===== src/rtl/miner_rd_sched_pkg.sv =====
// Shared types and helpers for the miner read scheduler.
// The optional watchdog build is selected with MINER_RD_TIMEOUT_EN.
package miner_rd_sched_pkg;

    typedef enum logic [2:0] {
        IDLE   = 3'd0,
        START  = 3'd1,
        WAIT   = 3'd2,
        DONE   = 3'd3,
        REJECT = 3'd4,
        ERROR  = 3'd5
    } sched_state_t;

    // Index width for a requester vector, never below one bit.
    function automatic int unsigned f_clog2_min1(input int unsigned n);
        return (n <= 32'd2) ? 32'd1 : 32'($clog2(n));
    endfunction

endpackage


===== src/rtl/miner_rr_arbiter.sv =====
// Combinational round-robin search: first requester at or after the pointer,
// wrapping from C_NUM_REQ-1 back to 0.
module miner_rr_arbiter
    import miner_rd_sched_pkg::*;
#(
    parameter  int unsigned C_NUM_REQ = 4,
    localparam int unsigned IDX_W     = f_clog2_min1(C_NUM_REQ)
) (
    input  logic [C_NUM_REQ-1:0] i_req,
    input  logic [IDX_W-1:0]     i_rr_ptr,
    output logic [C_NUM_REQ-1:0] o_grant_oh,
    output logic [IDX_W-1:0]     o_grant_idx,
    output logic                 o_any_valid
);

    localparam int unsigned SUM_W = IDX_W + 1;

    logic [SUM_W-1:0] w_sum;
    logic [IDX_W-1:0] w_idx;
    logic             w_found;

    always_comb begin
        o_grant_oh  = '0;
        o_grant_idx = '0;
        w_found     = 1'b0;
        w_sum       = '0;
        w_idx       = '0;
        for (int unsigned i = 0; i < C_NUM_REQ; i++) begin
            w_sum = {1'b0, i_rr_ptr} + SUM_W'(i);
            if (w_sum >= SUM_W'(C_NUM_REQ)) begin
                w_sum = w_sum - SUM_W'(C_NUM_REQ);
            end
            w_idx = w_sum[IDX_W-1:0];
            if (!w_found && i_req[w_idx]) begin
                w_found            = 1'b1;
                o_grant_idx        = w_idx;
                o_grant_oh[w_idx]  = 1'b1;
            end
        end
        o_any_valid = w_found;
    end

endmodule


===== src/rtl/miner_read_scheduler.sv =====
// Shares one AXI4 read master among C_NUM_REQ job requesters, one job in flight.
// Define MINER_RD_TIMEOUT_EN to add the ctrl_done watchdog and the sticky ERROR state.
module miner_read_scheduler
    import miner_rd_sched_pkg::*;
#(
    parameter int unsigned C_NUM_REQ          = 4,
    parameter int unsigned C_M_AXI_ADDR_WIDTH = 64,
    parameter int unsigned C_XFER_SIZE_WIDTH  = 32,
    parameter int unsigned C_TIMEOUT_CYCLES   = 1048576
) (
    input  logic                                      aclk,
    input  logic                                      areset,
    input  logic [C_NUM_REQ-1:0]                      req_valid,
    output logic [C_NUM_REQ-1:0]                      req_ready,
    input  logic [C_NUM_REQ*C_M_AXI_ADDR_WIDTH-1:0]   req_addr,
    input  logic [C_NUM_REQ*C_XFER_SIZE_WIDTH-1:0]    req_size,
    output logic [C_NUM_REQ-1:0]                      req_done,
    output logic                                      req_err,
    output logic                                      busy,
    output logic [f_clog2_min1(C_NUM_REQ)-1:0]        cur_grant,
    output logic                                      ctrl_start,
    input  logic                                      ctrl_done,
    output logic [C_M_AXI_ADDR_WIDTH-1:0]             ctrl_addr_offset,
    output logic [C_XFER_SIZE_WIDTH-1:0]              ctrl_xfer_size_in_bytes
);

    localparam int unsigned IDX_W = f_clog2_min1(C_NUM_REQ);
    localparam int unsigned AW    = C_M_AXI_ADDR_WIDTH;
    localparam int unsigned XW    = C_XFER_SIZE_WIDTH;

    if (C_NUM_REQ < 2 || C_NUM_REQ > 16 || C_TIMEOUT_CYCLES < 2) begin : g_bad_param
        $error("miner_read_scheduler: C_NUM_REQ must be 2..16 and C_TIMEOUT_CYCLES >= 2");
    end

    sched_state_t          r_state;
    sched_state_t          w_next_state;
    logic [IDX_W-1:0]      r_rr_ptr;
    logic [IDX_W-1:0]      r_grant;
    logic [IDX_W-1:0]      w_idx;
    logic [IDX_W-1:0]      w_fin_idx;
    logic [IDX_W-1:0]      w_ptr_next;
    logic [C_NUM_REQ-1:0]  w_grant_oh;
    logic [C_NUM_REQ-1:0]  r_req_done;
    logic                  w_any;
    logic                  w_accept;
    logic                  w_fin;
    logic                  w_fin_err;
    logic                  r_req_err;
    logic                  r_busy;
    logic                  r_ctrl_start;
    logic [AW-1:0]         r_addr;
    logic [XW-1:0]         r_size;
    logic [AW-1:0]         w_addr_arr [C_NUM_REQ];
    logic [XW-1:0]         w_size_arr [C_NUM_REQ];

    for (genvar i = 0; i < C_NUM_REQ; i++) begin : g_unpack
        assign w_addr_arr[i] = req_addr[i*AW +: AW];
        assign w_size_arr[i] = req_size[i*XW +: XW];
    end

    miner_rr_arbiter #(
        .C_NUM_REQ (C_NUM_REQ)
    ) u_arb (
        .i_req       (req_valid),
        .i_rr_ptr    (r_rr_ptr),
        .o_grant_oh  (w_grant_oh),
        .o_grant_idx (w_idx),
        .o_any_valid (w_any)
    );

`ifdef MINER_RD_TIMEOUT_EN
    logic [31:0] r_wait_cnt;

    // Counts WAIT cycles of the current job; restarted by START.
    always_ff @(posedge aclk) begin
        if (areset) begin
            r_wait_cnt <= '0;
        end else if (r_state == START) begin
            r_wait_cnt <= '0;
        end else if (r_state == WAIT) begin
            r_wait_cnt <= r_wait_cnt + 32'd1;
        end
    end
`endif

    always_ff @(posedge aclk) begin
        if (areset) begin
            r_state <= IDLE;
        end else begin
            r_state <= w_next_state;
        end
    end

    // w_fin marks the cycle that decides a job's completion; its pulse is registered below.
    always_comb begin
        w_next_state = r_state;
        w_accept     = 1'b0;
        w_fin        = 1'b0;
        w_fin_err    = 1'b0;
        unique case (r_state)
            IDLE: begin
                if (w_any) begin
                    w_accept = 1'b1;
                    if (w_size_arr[w_idx] == '0) begin
                        w_next_state = REJECT;
                        w_fin        = 1'b1;
                        w_fin_err    = 1'b1;
                    end else begin
                        w_next_state = START;
                    end
                end
            end
            START: w_next_state = WAIT;
            WAIT: begin
                if (ctrl_done) begin
                    w_next_state = DONE;
                    w_fin        = 1'b1;
                end
`ifdef MINER_RD_TIMEOUT_EN
                else if (r_wait_cnt == 32'(C_TIMEOUT_CYCLES - 1)) begin
                    w_next_state = ERROR;
                    w_fin        = 1'b1;
                    w_fin_err    = 1'b1;
                end
`endif
            end
            DONE:   w_next_state = IDLE;
            REJECT: w_next_state = IDLE;
`ifdef MINER_RD_TIMEOUT_EN
            ERROR:  w_next_state = ERROR;
`endif
            default: w_next_state = IDLE;
        endcase
    end

    assign w_fin_idx  = w_accept ? w_idx : r_grant;
    assign w_ptr_next = (w_idx == IDX_W'(C_NUM_REQ - 1)) ? '0 : w_idx + IDX_W'(1);

    always_ff @(posedge aclk) begin
        if (areset) begin
            r_rr_ptr     <= '0;
            r_grant      <= '0;
            r_addr       <= '0;
            r_size       <= '0;
            r_busy       <= 1'b0;
            r_ctrl_start <= 1'b0;
            r_req_done   <= '0;
            r_req_err    <= 1'b0;
        end else begin
            if (w_accept) begin
                r_rr_ptr <= w_ptr_next;
                r_grant  <= w_idx;
                r_addr   <= w_addr_arr[w_idx];
                r_size   <= w_size_arr[w_idx];
            end
            r_busy       <= (w_next_state != IDLE);
            r_ctrl_start <= (w_next_state == START);
            r_req_done   <= w_fin ? (C_NUM_REQ'(1) << w_fin_idx) : '0;
            r_req_err    <= w_fin_err;
        end
    end

    assign req_ready               = w_accept ? w_grant_oh : '0;
    assign req_done                = r_req_done;
    assign req_err                 = r_req_err;
    assign busy                    = r_busy;
    assign cur_grant               = r_grant;
    assign ctrl_start              = r_ctrl_start;
    assign ctrl_addr_offset        = r_addr;
    assign ctrl_xfer_size_in_bytes = r_size;

endmodule

===== config.mk =====
export PLATFORM = sky130hd
export DESIGN_NAME = miner_read_scheduler
export DESIGN_NICKNAME = d
export VERILOG_FILES = /design/src/rtl/miner_rd_sched_pkg.sv /design/src/rtl/miner_rr_arbiter.sv /design/src/rtl/miner_read_scheduler.sv
export SDC_FILE = /design/constraint.sdc
export NUM_CORES = 1
export LEC_CHECK = 0
export ABC_AREA = 1
export CORE_AREA = 2 2 196 198
export DETAILED_ROUTE_END_ITERATION = 8
export DIE_AREA = 0 0 198 200
export GPL_TIMING_DRIVEN = 0
export PLACE_DENSITY = 0.56
export SLEW_MARGIN = 0
export SYNTH_ARGS = -nofsm -noshare
export SYNTH_HDL_FRONTEND = slang
export SYNTH_SLANG_ARGS = --single-unit

===== constraint.sdc =====
create_clock -name aclk -period 2.95 [get_ports aclk]
set_input_delay 0.4425 -clock aclk [delete_from_list [all_inputs] [get_ports aclk]]
set_output_delay 0.4425 -clock aclk [all_outputs]
set_load 0.02 [all_outputs]

# Word level (Yosys, flattened, before mapping)
# Cells that the tools add are included.
[word_totals] regBits=110 elab_cells=107
[op_classes] addsub=8 magnitude_cmp=13 n_eq_ne=4 shift=1 mux=51 bitwise=6 reduce_logical=15
[op_table] operator="$bmux 64 s2" n=1
[op_table] operator="$mux 64" n=2
[op_table] operator="$bmux 32 s2" n=1
[op_table] operator="$mux 32" n=2
[op_table] operator="$logic_not 32->1" n=1
[op_table] operator="$mux 2" n=10
[op_table] operator="$mux 4" n=5
[op_table] operator="$mux 1" n=17
[op_table] operator="$ge 3x3->1 const B" n=4
[op_table] operator="$lt 2x3->1 const B" n=4
[op_table] operator="$or 4x4->4" n=3
[op_table] operator="$mux 3" n=3
[op_table] operator="$pmux 3 s3" n=1
[op_table] operator="$bmux 1 s2" n=4
[op_table] operator="$demux 1 s2" n=4
[op_table] operator="$ge 2x1->1 const B" n=4
[op_table] operator="$sub 2x1->2 const B" n=4
[op_table] operator="$logic_and 1x1->1" n=7
[op_table] operator="$add 2x2->3 const B" n=2
[op_table] operator="$eq 3x1->1 const B" n=2
[op_table] operator="$reduce_or 2->1" n=2
[op_table] operator="$shl 1x2->4 const A" n=1
[op_table] operator="$add 2x1->3 const B" n=1
[op_table] operator="$eq 3x2->1 const B" n=1
[op_table] operator="9 further kinds" n=12

# Longest topological paths before layout
# Gate-level depths: netlist of the first run.
[depth] ltp_word=24 mapped_depth=24 mapped_depth_nobuf=21

# Hierarchy
# From an unflattened synthesis of the first run, not the netlist that was laid out.
[hier_totals] cells_unflattened=1199 area_unflattened_um2=7204.4
[by_module_without_submodules] mod="miner_read_scheduler" instances=1 cells_each=1125 area_per_inst_um2=6764.0
[by_module_without_submodules] mod="miner_rr_arbiter" instances=1 cells_each=74 area_per_inst_um2=440.4

# Worst setup path after synthesis of the first run
# OpenSTA, ideal clock, no wires.
[synth_timing] path_kind="flip-flop to output port" from="register r_rr_ptr[0]" to="output req_ready[0]" arrival_ns=2.470 required_time_ns=2.508 path_slack_ns=0.038 stages_incl_launch_ff=15 n_path_buf=3 cell_sequence="dfxtp_1 > buf_6 > inv_6 > ha_1 > inv_1 > nand3_1 > nand2_1 > inv_1 > nand3_4 > nand2_1 > clkinv_1 > clkbuf_1 > clkbuf_1 > o21ai_0 > inv_1"
[synth_between] elab_chain_len=17
[synth_rtl] item="start, declared" line="miner_read_scheduler.sv:37" source="logic [IDX_W-1:0] r_rr_ptr;"
[synth_rtl] item="start signal, assigned" line="miner_read_scheduler.sv:151" source="r_rr_ptr <= w_ptr_next;"
[synth_rtl] item="parallel branches: the longest is 16 deep, another holds $add 2x1->3"
[synth_rtl] item="$mux 4 (*)" line="miner_read_scheduler.sv:163" source="assign req_ready = w_accept ? w_grant_oh : '0;"
[synth_rtl] item="end, declared" line="miner_read_scheduler.sv:14" source="output logic [C_NUM_REQ-1:0] req_ready,"
# Mark *: on every way between the ends. The select of a mux whose other input is x is not followed.

# Worst setup path in the final report of the first run
[layout_timing] from="register r_rr_ptr[0]" to="register r_req_done[1] (netlist: req_done[1])"
[layout_between] elab_chain_len=24
[layout_rtl] item="parallel branches: the longest is 24 deep, another holds $add 2x1->3"
[layout_rtl] item="end signal, assigned" line="miner_read_scheduler.sv:158" source="r_req_done <= w_fin ? (C_NUM_REQ'(1) << w_fin_idx) : '0;"
[layout_rtl] item="end, declared" line="miner_read_scheduler.sv:43" source="logic [C_NUM_REQ-1:0] r_req_done;"
# Several ways; the timed one is not identified. The select of a mux whose other input is x is not followed.
# A chain may end at the register's enable or synchronous reset.

==> results of run 1 <==
[kinds of logic after synthesis]
group / after synthesis / share of synthesized area (%)
AOI/OAI and AO/OA: 328 / 27.93
adders and majority gates: 8 / 1.312
buffers and inverters: 255 / 13.95
DFF: 110 / 28.85
and+or+nand+nor: 508 / 27.95
[power breakdown]
group          internal, mW  switching, mW
registers              2.10          0.315
clock network         0.663          0.608
logic                  6.05           10.3
[state kept, by name, indices dropped and copies added, names as in the netlist]
| signal | cells |
|---|---|
| busy | 1 |
| req_done | 4 |
| cur_grant | 2 |
| req_err | 1 |
| r_rr_ptr | 2 |
| ctrl_xfer_size_in_bytes | 32 |
| ctrl_addr_offset | 64 |
| ctrl_start | 1 |
| r_state | 3 |
[repair_timing]
item                                    4_1_cts  5_1_grt
buffers inserted                              5       25
endpoints found under the setup margin      111       77
gates cloned                                  0        4
pin swaps                                     3       36
gates resized for setup                     117      131
[worst max-delay path: stages, from the launching register on]
cell and delay (ns):
sky130_fd_sc_hd__dfxtp_4 0.39, sky130_fd_sc_hd__clkinv_8 0.07, sky130_fd_sc_hd__ha_4 0.30, sky130_fd_sc_hd__nand3_2 0.11, sky130_fd_sc_hd__nand2_4 0.11, sky130_fd_sc_hd__o21ai_2 0.06
sky130_fd_sc_hd__nand2_2 0.13, sky130_fd_sc_hd__nand3_4 0.15, sky130_fd_sc_hd__clkbuf_16 0.20, sky130_fd_sc_hd__buf_6 0.15, sky130_fd_sc_hd__nand2_1 0.11, sky130_fd_sc_hd__nand3_1 0.10
sky130_fd_sc_hd__nand2_2 0.13, sky130_fd_sc_hd__nand2_1 0.08, sky130_fd_sc_hd__nor2_2 0.12, sky130_fd_sc_hd__nand2_2 0.09, sky130_fd_sc_hd__nor2_4 0.09, sky130_fd_sc_hd__nand4_1 0.15
sky130_fd_sc_hd__nand2_2 0.17, sky130_fd_sc_hd__nand2_2 0.07, sky130_fd_sc_hd__nor2_1 0.08
[synthesized netlist by cell type (all sizes together)]
cell	n
nor2	189
o221ai	65
a21boi	1
a31oi	2
buf	25
nor3b	2
inv	154
nand4	26
nand2	233
a21oi	4
or2	1
nand3	54
o211ai	90
a211oi	1
o21bai	1
ha	8
clkbuf	74
clkinv	2
dfxtp	110
nor3	3
o22ai	2
o21ai	160
a22oi	2
[per-stage QoR]
stage / cells / worst slack, ns / total power, mW
2_1_floorplan: 1209 / 0.03763 / 10.54
3_5_place_dp: 2219 / -1.728 / 16.45
4_1_cts: 2239 / -0.02118 / 18.52
3_3_place_gp: 2219 / -1.704 / 16.41
5_1_grt: 2269 / -0.08689 / 21.48
6_report: 2271 / 0.01075 / 20.08
[routing by layer]
metal / track usage [%] / up-vias / wire length (µm)
met2: 36.79 / 473 / 22610
li1: - / 5180 / -
met4: 8.744 / 2 / 1568
met3: 5.124 / 79 / 3243
met5: 0 / - / 9
met1: 29.16 / 5118 / 20640
[final cells by class]
type / instances / area share (%)
Clock inverter: 5 / 0.4143
Inverter: 156 / 4.281
Buffer: 98 / 4.842
Sequential cell: 110 / 15.24
Clock buffer: 11 / 1.606
Tap cell: 511 / 4.411
Multi-Input combinational cell: 844 / 32.39
Antenna cell: 3 / 0.05179
Timing Repair Buffer: 533 / 36.76
[path summary, 6_finish.rpt]
check	depth (start not counted)	slack [ns]	end
max	20	0.01	req_done[1]
min	2	0.50	ctrl_addr_offset[22]
max reg2reg	20	0.01	req_done[1]
min reg2reg	2	0.50	ctrl_addr_offset[22]
==> flow_results.org, run 1 <==
** Critical path
- The startpoint identified for the worst register-to-register timing path is r_rr_ptr[0].
- For the worst setup path, the data required time is 3.25 ns.
- The worst setup path is captured at a register.
- CP Launch Point :: r_rr_ptr[0]
- Data arrival time at the worst-slack endpoint :: around 3.2 ns
- Setup Crit Path Kind :: register to register
- Largest fanout of any net on the critical path :: 10
- Critical Path Start Type :: register

** Power
- Summed over all cells, the static leakage comes to 6.328 nW.
- Max VDD drop :: 0.5553 mV
- Power density cells :: 1385 nW/µm²

** Yosys
- Register area share after synthesis :: 28.85%
- Area share of the largest cell type after synthesis :: 28.85%
- Top post-synthesis cells by area :: sky130_fd_sc_hd__dfxtp_1, sky130_fd_sc_hd__nand2_1, sky130_fd_sc_hd__o21ai_0, sky130_fd_sc_hd__nor2_1, sky130_fd_sc_hd__o211ai_1
- The largest total area in the synthesized netlist belongs to sky130_fd_sc_hd__dfxtp_1.
- When the netlist entered floorplanning its net count stood at 1,608.
- Avg Inst Size Synth :: 6.313 µm²
- Number of synthesized register bits :: 110
- Distinct cells, synth :: 36
- Syn Inst Count :: 1,209
- Syn Std Cell Area :: ~7600 µm²
- Yosys printed 0 warnings.

** Routing
- Number of vias per cell :: 4.779
- Vias :: 10,850
- Initial DRT Pass Iterations :: 5
- For this run, design rule violations remaining after detail routing come to 0.
- Final wirelength :: 48,070 µm
- WL per Instance :: 21.17 µm
- The count of nets left with antenna violations once routing finished came out at 0.
- First-iteration detailed-routing DRC count :: 705

** Clock network
- Buffers inserted during clock tree synthesis total 9.
- Cts hold-fix bufs :: 0
- Deepest clock path buffer count :: 2
- Clock slew at reported path FFs :: approximately 0.080 ns
- H-tree levels :: 3
- Clock tree synthesis found a total of 110 sinks.
- TritonCTS built the clock tree.
- Buffer cell driving the clock tree root :: sky130_fd_sc_hd__clkbuf_16
- Clk Latency, worst-skew pair :: 0.36 ns

** Placement
- Instance area after placement :: 13,270 µm²
- At the end of routability-driven placement, the weighted congestion stood at 0.9224.
- DPL Wire Length :: 37,950 µm
- Quantity of I/O buffers inserted on ports :: 499

** Global routing
- Vias in the first global route :: 10,510
- Initial antenna violation count :: 2
- Largest net degree at the start of global routing :: 18
- First-pass GRT wire length :: 65,850 µm
- Global routing used 22.62% of the available tracks across all layers.
- For this run the aggregate overflow at the end of global routing stands at 0.

** Floorplanning
- The floorplan step set the die width to 198 µm.
- Count of standard-cell rows :: 71
- The die covers 39,600 µm².
- Ports :: 500
- Initial cell density of the core :: 20.41%
- Die Height :: 200 µm
- After floorplanning, the core was sized to cover 37,400 µm².

** Run status
- Status :: finished, final reports clean

** Run
- Maximum capacitance violations :: 0

** Worst hold path
- The tightest min-delay check is of the register to register type.
- Min-Delay Startpoint :: ctrl_addr_offset[22]

** Final layout
- Across the whole layout, storage elements account for between 2000 and 2500 µm².
- With fillers left out, the area of the finished cells amounts to 14,500 µm².
- In the layout the commonest cells are sky130_fd_sc_hd__clkdlybuf4s50_1, sky130_fd_sc_hd__nand2_1, sky130_fd_sc_hd__nor2_1, sky130_fd_sc_hd__inv_1, sky130_fd_sc_hd__o21ai_0.
- Count of nets after finishing :: 2,151
- Summing all multi-input logic gate instances after layout gives 4695 µm².
- Count of filler cells inserted in the layout :: between 3,000 and 4,000
- The library cell used most frequently in the layout, excluding fill and tap cells, is sky130_fd_sc_hd__clkdlybuf4s50_1.
- Once layout is complete, the utilization of the core stands at 38.76%.
- The area growth from synthesis to layout is 89.92%.
- Cells with a size suffix above 1 make up around an eighth of the layout.

** Timing
- Measured against its own limit, the worst slew margin works out to 40.26%.
- Of the available clock period, the critical path in the final layout requires 99.64%.
- Setup violations remaining at the end of the flow were counted as 0.
- Final total negative setup slack :: 0 ns
- F_max :: 340.2 MHz
- Setup repair after global routing missed its margin :: true
- The tightest hold path in the finished design has a slack of 0.5042 ns.
- Worst Max-Slew Pin Slew :: 0.8892 ns
- Worst clock skew :: 0.007073 ns
- Final Hold Fails :: 0
- The final-report max-slew violation count was 0.
- Clock period minus final worst setup slack :: around 3 ns
Note: power is estimated with default switching activity, not from simulation.
==> run 2: changes to the inputs <==
--- a/config.mk
+++ b/config.mk
@@ -6,12 +6,13 @@
 export NUM_CORES = 1
 export LEC_CHECK = 0
 export ABC_AREA = 1
+export ABC_CLOCK_PERIOD_IN_PS = 2950
 export CORE_AREA = 2 2 196 198
 export DETAILED_ROUTE_END_ITERATION = 8
 export DIE_AREA = 0 0 198 200
 export GPL_TIMING_DRIVEN = 0
+export HOLD_SLACK_MARGIN = 0.05
 export PLACE_DENSITY = 0.56
-export SLEW_MARGIN = 0
 export SYNTH_ARGS = -nofsm -noshare
 export SYNTH_HDL_FRONTEND = slang
 export SYNTH_SLANG_ARGS = --single-unit
==> results of run 2 <==
Final layout, timing and power as in run 1 (identical DEF).
==> run 3: changes to the inputs <==
--- a/config.mk
+++ b/config.mk
@@ -12,7 +12,8 @@
 export DIE_AREA = 0 0 198 200
 export GPL_TIMING_DRIVEN = 0
 export HOLD_SLACK_MARGIN = 0.05
-export PLACE_DENSITY = 0.56
+export PLACE_DENSITY = 0.55
 export SYNTH_ARGS = -nofsm -noshare
 export SYNTH_HDL_FRONTEND = slang
+export SYNTH_HIERARCHICAL = 1
 export SYNTH_SLANG_ARGS = --single-unit
==> run 3 against run 2 <==
  * Clock power hardly changed
  * Area after synthesis is 5.6% lower
  * Via count is 3.6% lower
  * Sequential share of layout area is 0.31 points higher
  * Cell area is 2.0% lower
  * Sequential cell count stayed put
  * Critical path depth is 3 higher
  * Total power is 4.2% lower
  * Worst setup slack better by 0.0048 ns
  * Fmax is 0.17% higher
  * Hold slack worse by 0.056 ns
  * Global-route usage is 0.46 points lower
==> flow_results.org, run 3 <==
** Run status
- Status: finished, final reports clean (unchanged).

** Timing
- The final-report setup violation count is 0 (unchanged).
- Clock period minus final worst setup slack :: 2.934 ns (was 2.939 ns)
- F_max :: 340.8 MHz (was 340.2 MHz)
- The slew at the pin with the worst max-slew slack was 0.6487 ns (was 0.8892 ns).
- The total negative slack is 0 ns (unchanged).
- Share of the clock period used by the worst path :: 99.47% (was 99.64%)
- The final-report max-slew violation count was 0 (unchanged).
- Max-slew headroom :: 56.75% (was 40.26%)
- Final Hold Fails :: 0 (unchanged)
- Worst path setup slack after routing :: 0.01559 ns (was 0.01075 ns)
- Worst clock skew :: 0.006731 ns (was 0.007073 ns)
- Setup repair after global routing missed its margin: true (unchanged).

** Power
- Combinational share of power :: 80.9% (was 81.7%)
- The switching power came to 10.46 mW (was 11.27 mW).
- Max VDD drop :: 0.4336 mV (was 0.5553 mV)
- The sequential cell fraction of total power came to 12.5% (was 12.0%).
- The internal power came to 8.782 mW (was 8.809 mW).
- Power density cells :: 1354 nW/µm² (was 1385 nW/µm²)
- Clk network pwr share :: 6.6% (was 6.3%)
- The switching fraction of total power is 54.36% (was 56.13%).
- The static power due to leakage came to 5.865 nW (was 6.328 nW).

** Final layout
- Max FFs per register :: 64 (unchanged)
- Top library cells by usage in the layout, fill and taps aside :: sky130_fd_sc_hd__clkdlybuf4s50_1, sky130_fd_sc_hd__nor2_1, sky130_fd_sc_hd__o21ai_0, sky130_fd_sc_hd__nand2_1, sky130_fd_sc_hd__dfxtp_1 (was sky130_fd_sc_hd__clkdlybuf4s50_1, sky130_fd_sc_hd__nand2_1, sky130_fd_sc_hd__nor2_1, sky130_fd_sc_hd__inv_1, sky130_fd_sc_hd__o21ai_0)
- Final instance area :: 14,210 µm² (was 14,500 µm²)
- The area growth from synthesis to final layout is 97.20% (was 89.92%).
- The count of placed standard cells in the final layout, fillers left out was 2,261 (was 2,271).
- Final cell utilization of the core :: 37.99% (was 38.76%)
- Fraction of layout cells with a size suffix above 1 :: 14.12% (was 12.75%)
- Commonest non-fill, non-tap cell in the layout :: sky130_fd_sc_hd__clkdlybuf4s50_1 (unchanged)
- The final layout net count came to 2,141 (was 2,151).

** Yosys
- Most frequent cell after synthesis :: sky130_fd_sc_hd__nor2_1 (was sky130_fd_sc_hd__nand2_1)
- Syn Inst Count :: 1,199 (was 1,209)
- Synth Warn # :: 6 (was 0)
- The top cell type's share of synthesized area was 30.57% (was 28.85%).
- The post-synthesis average cell area came to 6.009 µm² (was 6.313 µm²).
- Mapped Nets :: 1,596 (was 1,608)
- The fraction of synthesis flops using an asynchronous set or reset pin came to 0% (unchanged).
- Distinct cells, synth :: 31 (was 36)
- Most used standard cells in the synthesized netlist: sky130_fd_sc_hd__nor2_1, sky130_fd_sc_hd__nand2_1, sky130_fd_sc_hd__o21ai_0 (was sky130_fd_sc_hd__nand2_1, sky130_fd_sc_hd__nor2_1, sky130_fd_sc_hd__inv_1).
- The number of enable-type register cells in the synthesized netlist is 0 (unchanged).
- The cell type with the highest aggregate area in the netlist was sky130_fd_sc_hd__dfxtp_1 (unchanged).
- Register area share after synthesis :: 30.57% (was 28.85%)
- Number of synthesized register bits :: 110 (unchanged)
- Main flop type after synthesis :: sky130_fd_sc_hd__dfxtp_1 (unchanged)
- Syn Std Cell Area :: 7204 µm² (was 7632 µm²)
- Top post-synthesis cells by area: sky130_fd_sc_hd__dfxtp_1, sky130_fd_sc_hd__nor2_1, sky130_fd_sc_hd__o21ai_0, sky130_fd_sc_hd__nand2_1, sky130_fd_sc_hd__nand3_1 (was sky130_fd_sc_hd__dfxtp_1, sky130_fd_sc_hd__nand2_1, sky130_fd_sc_hd__o21ai_0, sky130_fd_sc_hd__nor2_1, sky130_fd_sc_hd__o211ai_1).

** Clock network
- H-tree levels :: 3 (unchanged)
- Number of buffers created by CTS :: 9 (unchanged)
- The clock transition at the registers of the reported paths was 0.08 ns (about the same).
- TritonCTS clock tree :: done (unchanged)
- Buffer cell driving the clock tree root :: sky130_fd_sc_hd__clkbuf_16 (unchanged)
- The clock sink count was 110 (unchanged).
- The hold-fix buffer count after cts is 0 (unchanged).
- The insertion delay of the later-clocked pin in the worst-skew pair came to 0.36 ns (about the same).
- The maximum count of clock buffers along a single path came to 2 (unchanged).

** Placement
- The cell area after placement came to 12,830 µm² (was 13,270 µm²).
- Quantity of I/O buffers inserted on ports :: 498 (was 499)
- The cell count after placement was 2,208 (was 2,219).
- DPL Wire Length :: 36,860 µm (was 37,950 µm)
- Setup slack at placement :: -1.829 ns (was -1.728 ns)
- Placer congestion estimate :: 0.8799 (was 0.9224)

** Global routing
- The combined global-route utilization of all metal layers was 22.16% (was 22.62%).
- The number of global-route vias before repair is 10,240 (was 10,510).
- Initial antenna violation count :: 5 (was 2)
- First-pass GRT wire length :: 64,090 µm (was 65,850 µm)
- The residual overflow from global routing is 0 (unchanged).
- Largest net degree at the start of global routing :: 19 (was 18)

** Routing
- The number of optimization iterations in the first detailed-route pass was 4 (was 5).
- The final wirelength came to 47,210 µm (was 48,070 µm).
- The routed wirelength normalized by instance count came to 20.88 µm (was 21.17 µm).
- The number of nets with antenna violations after routing came to 0 (unchanged).
- # DRC :: 0 (unchanged)
- The number of design-rule violations left by the first detailed-router iteration is 429 (was 705).
- Vias :: 10,460 (was 10,850)
- Number of vias per cell :: 4.625 (was 4.779)

** Run
- Maximum capacitance violations :: 0 (unchanged)

** Critical path
- The data arrival time of the critical path was 3.17 ns (was 3.24 ns).
- The data required time of the worst path came to 3.19 ns (was 3.25 ns).
- Largest fanout of any net on the critical path :: 7 (was 10)
- The worst setup path category is input pin to register (was register to register).
- Critical Path Start Type :: input pin (was register)
- The kind of end point of the critical path was a register (unchanged).

** Floorplanning
- The die extent in x is 198 µm (unchanged).
- Count of standard-cell rows :: 71 (unchanged)
- The starting density of the core came to 19.26% (was 20.41%).
- Area of the die :: 39,600 µm² (unchanged)
- The area of the core was 37,400 µm² (unchanged).
- Die Height :: 200 µm (unchanged)
- Ports :: 500 (unchanged)

** Worst hold path
- The class of the most critical hold timing path is input pin to register (was register to register).
-- run 3: worst paths after layout --
check	from	to	slack [ns]	cells past startpoint
worst min register to register	ctrl_xfer_size_in_bytes[6]	ctrl_xfer_size_in_bytes[6]	0.50	2
worst max-delay path	req_valid[3]	r_state[0]	0.02	23
worst min-delay path	areset	r_state[1]	0.45	2
worst max register to register	r_rr_ptr[1]	r_state[0]	0.02	24
-- run 3: cells by family after synthesis --
| logic type | Yosys count | share of synthesized area [%] |
|---|---|---|
| AOI/OAI and AO/OA | 308 | 23.95 |
| buffers and inverters | 154 | 9.552 |
| adders and majority gates | 6 | 1.042 |
| and+or+nand+nor | 621 | 34.89 |
| DFF | 110 | 30.57 |
-- run 3: final cells by class --
type	instances	area (µm²)
sequential	110	2210
buffer	98	734.5
timing repair buffer	534	5344
fill	4053	23190
tap	511	639.4
multi-input combinational	935	4763
clock inverter	6	43.79
antenna	1	2.502
clock buffer	10	239.0
inverter	56	231.5
-- run 3: timing repair --
item	CTS	global route
setup buffers	15	16
cloned	1	4
pin swaps	19	48
setup endpoints to repair	113	78
gates resized for setup	119	145
hold endpoints to repair	0	0
-- run 3: per-stage QoR --
| step | power, mW | hold WS [ns] |
|---|---|---|
| after floorplan | 10.00 | 0.5334 |
| after global placement | 15.40 | 0.4810 |
| after detailed placement | 15.43 | 0.4828 |
| after CTS | 17.85 | 0.4309 |
| after global routing | 20.69 | 0.4633 |
| final | 19.24 | 0.4479 |
-- run 3: power groups by stage --
stage	clock [mW]	combinational, mW	sequential [mW]
floorplan	0	6.98	3.03
global placement	0	13.0	2.42
detailed placement	0	13.0	2.43
CTS	1.31	14.1	2.41
global route	1.36	16.9	2.47
finish	1.26	15.6	2.41
-- run 3: layer usage --
metal / up-vias / wire length, µm / part of all wire, % / GRT usage (%)
met5: - / 13 / 0.028 / 0
met1: 4854 / 18590 / 39 / 24.56
met3: 53 / 3912 / 8.3 / 6.670
li1: 5070 / - / - / -
met4: 2 / 1281 / 2.7 / 7.881
met2: 479 / 23420 / 50 / 40.17
-- run 3: worst max-delay path, cell delays in order --
cell	delay [ns]
sky130_fd_sc_hd__clkdlybuf4s50_1	0.50
sky130_fd_sc_hd__inv_1	0.05
sky130_fd_sc_hd__nand2_1	0.12
sky130_fd_sc_hd__nand3_4	0.10
sky130_fd_sc_hd__buf_4	0.16
sky130_fd_sc_hd__a21oi_1	0.20
sky130_fd_sc_hd__a21oi_2	0.06
sky130_fd_sc_hd__nand3_2	0.09
sky130_fd_sc_hd__buf_6	0.14
sky130_fd_sc_hd__inv_8	0.05
sky130_fd_sc_hd__buf_12	0.15
sky130_fd_sc_hd__clkbuf_16	0.17
sky130_fd_sc_hd__nand2_2	0.05
sky130_fd_sc_hd__nand3_1	0.07
sky130_fd_sc_hd__nand2_2	0.08
sky130_fd_sc_hd__nand2_1	0.05
sky130_fd_sc_hd__nor2_1	0.12
sky130_fd_sc_hd__nand2_2	0.11
sky130_fd_sc_hd__nor2_4	0.14
sky130_fd_sc_hd__buf_6	0.11
sky130_fd_sc_hd__nand2_1	0.04
sky130_fd_sc_hd__nand2_1	0.07
sky130_fd_sc_hd__a21oi_1	0.06
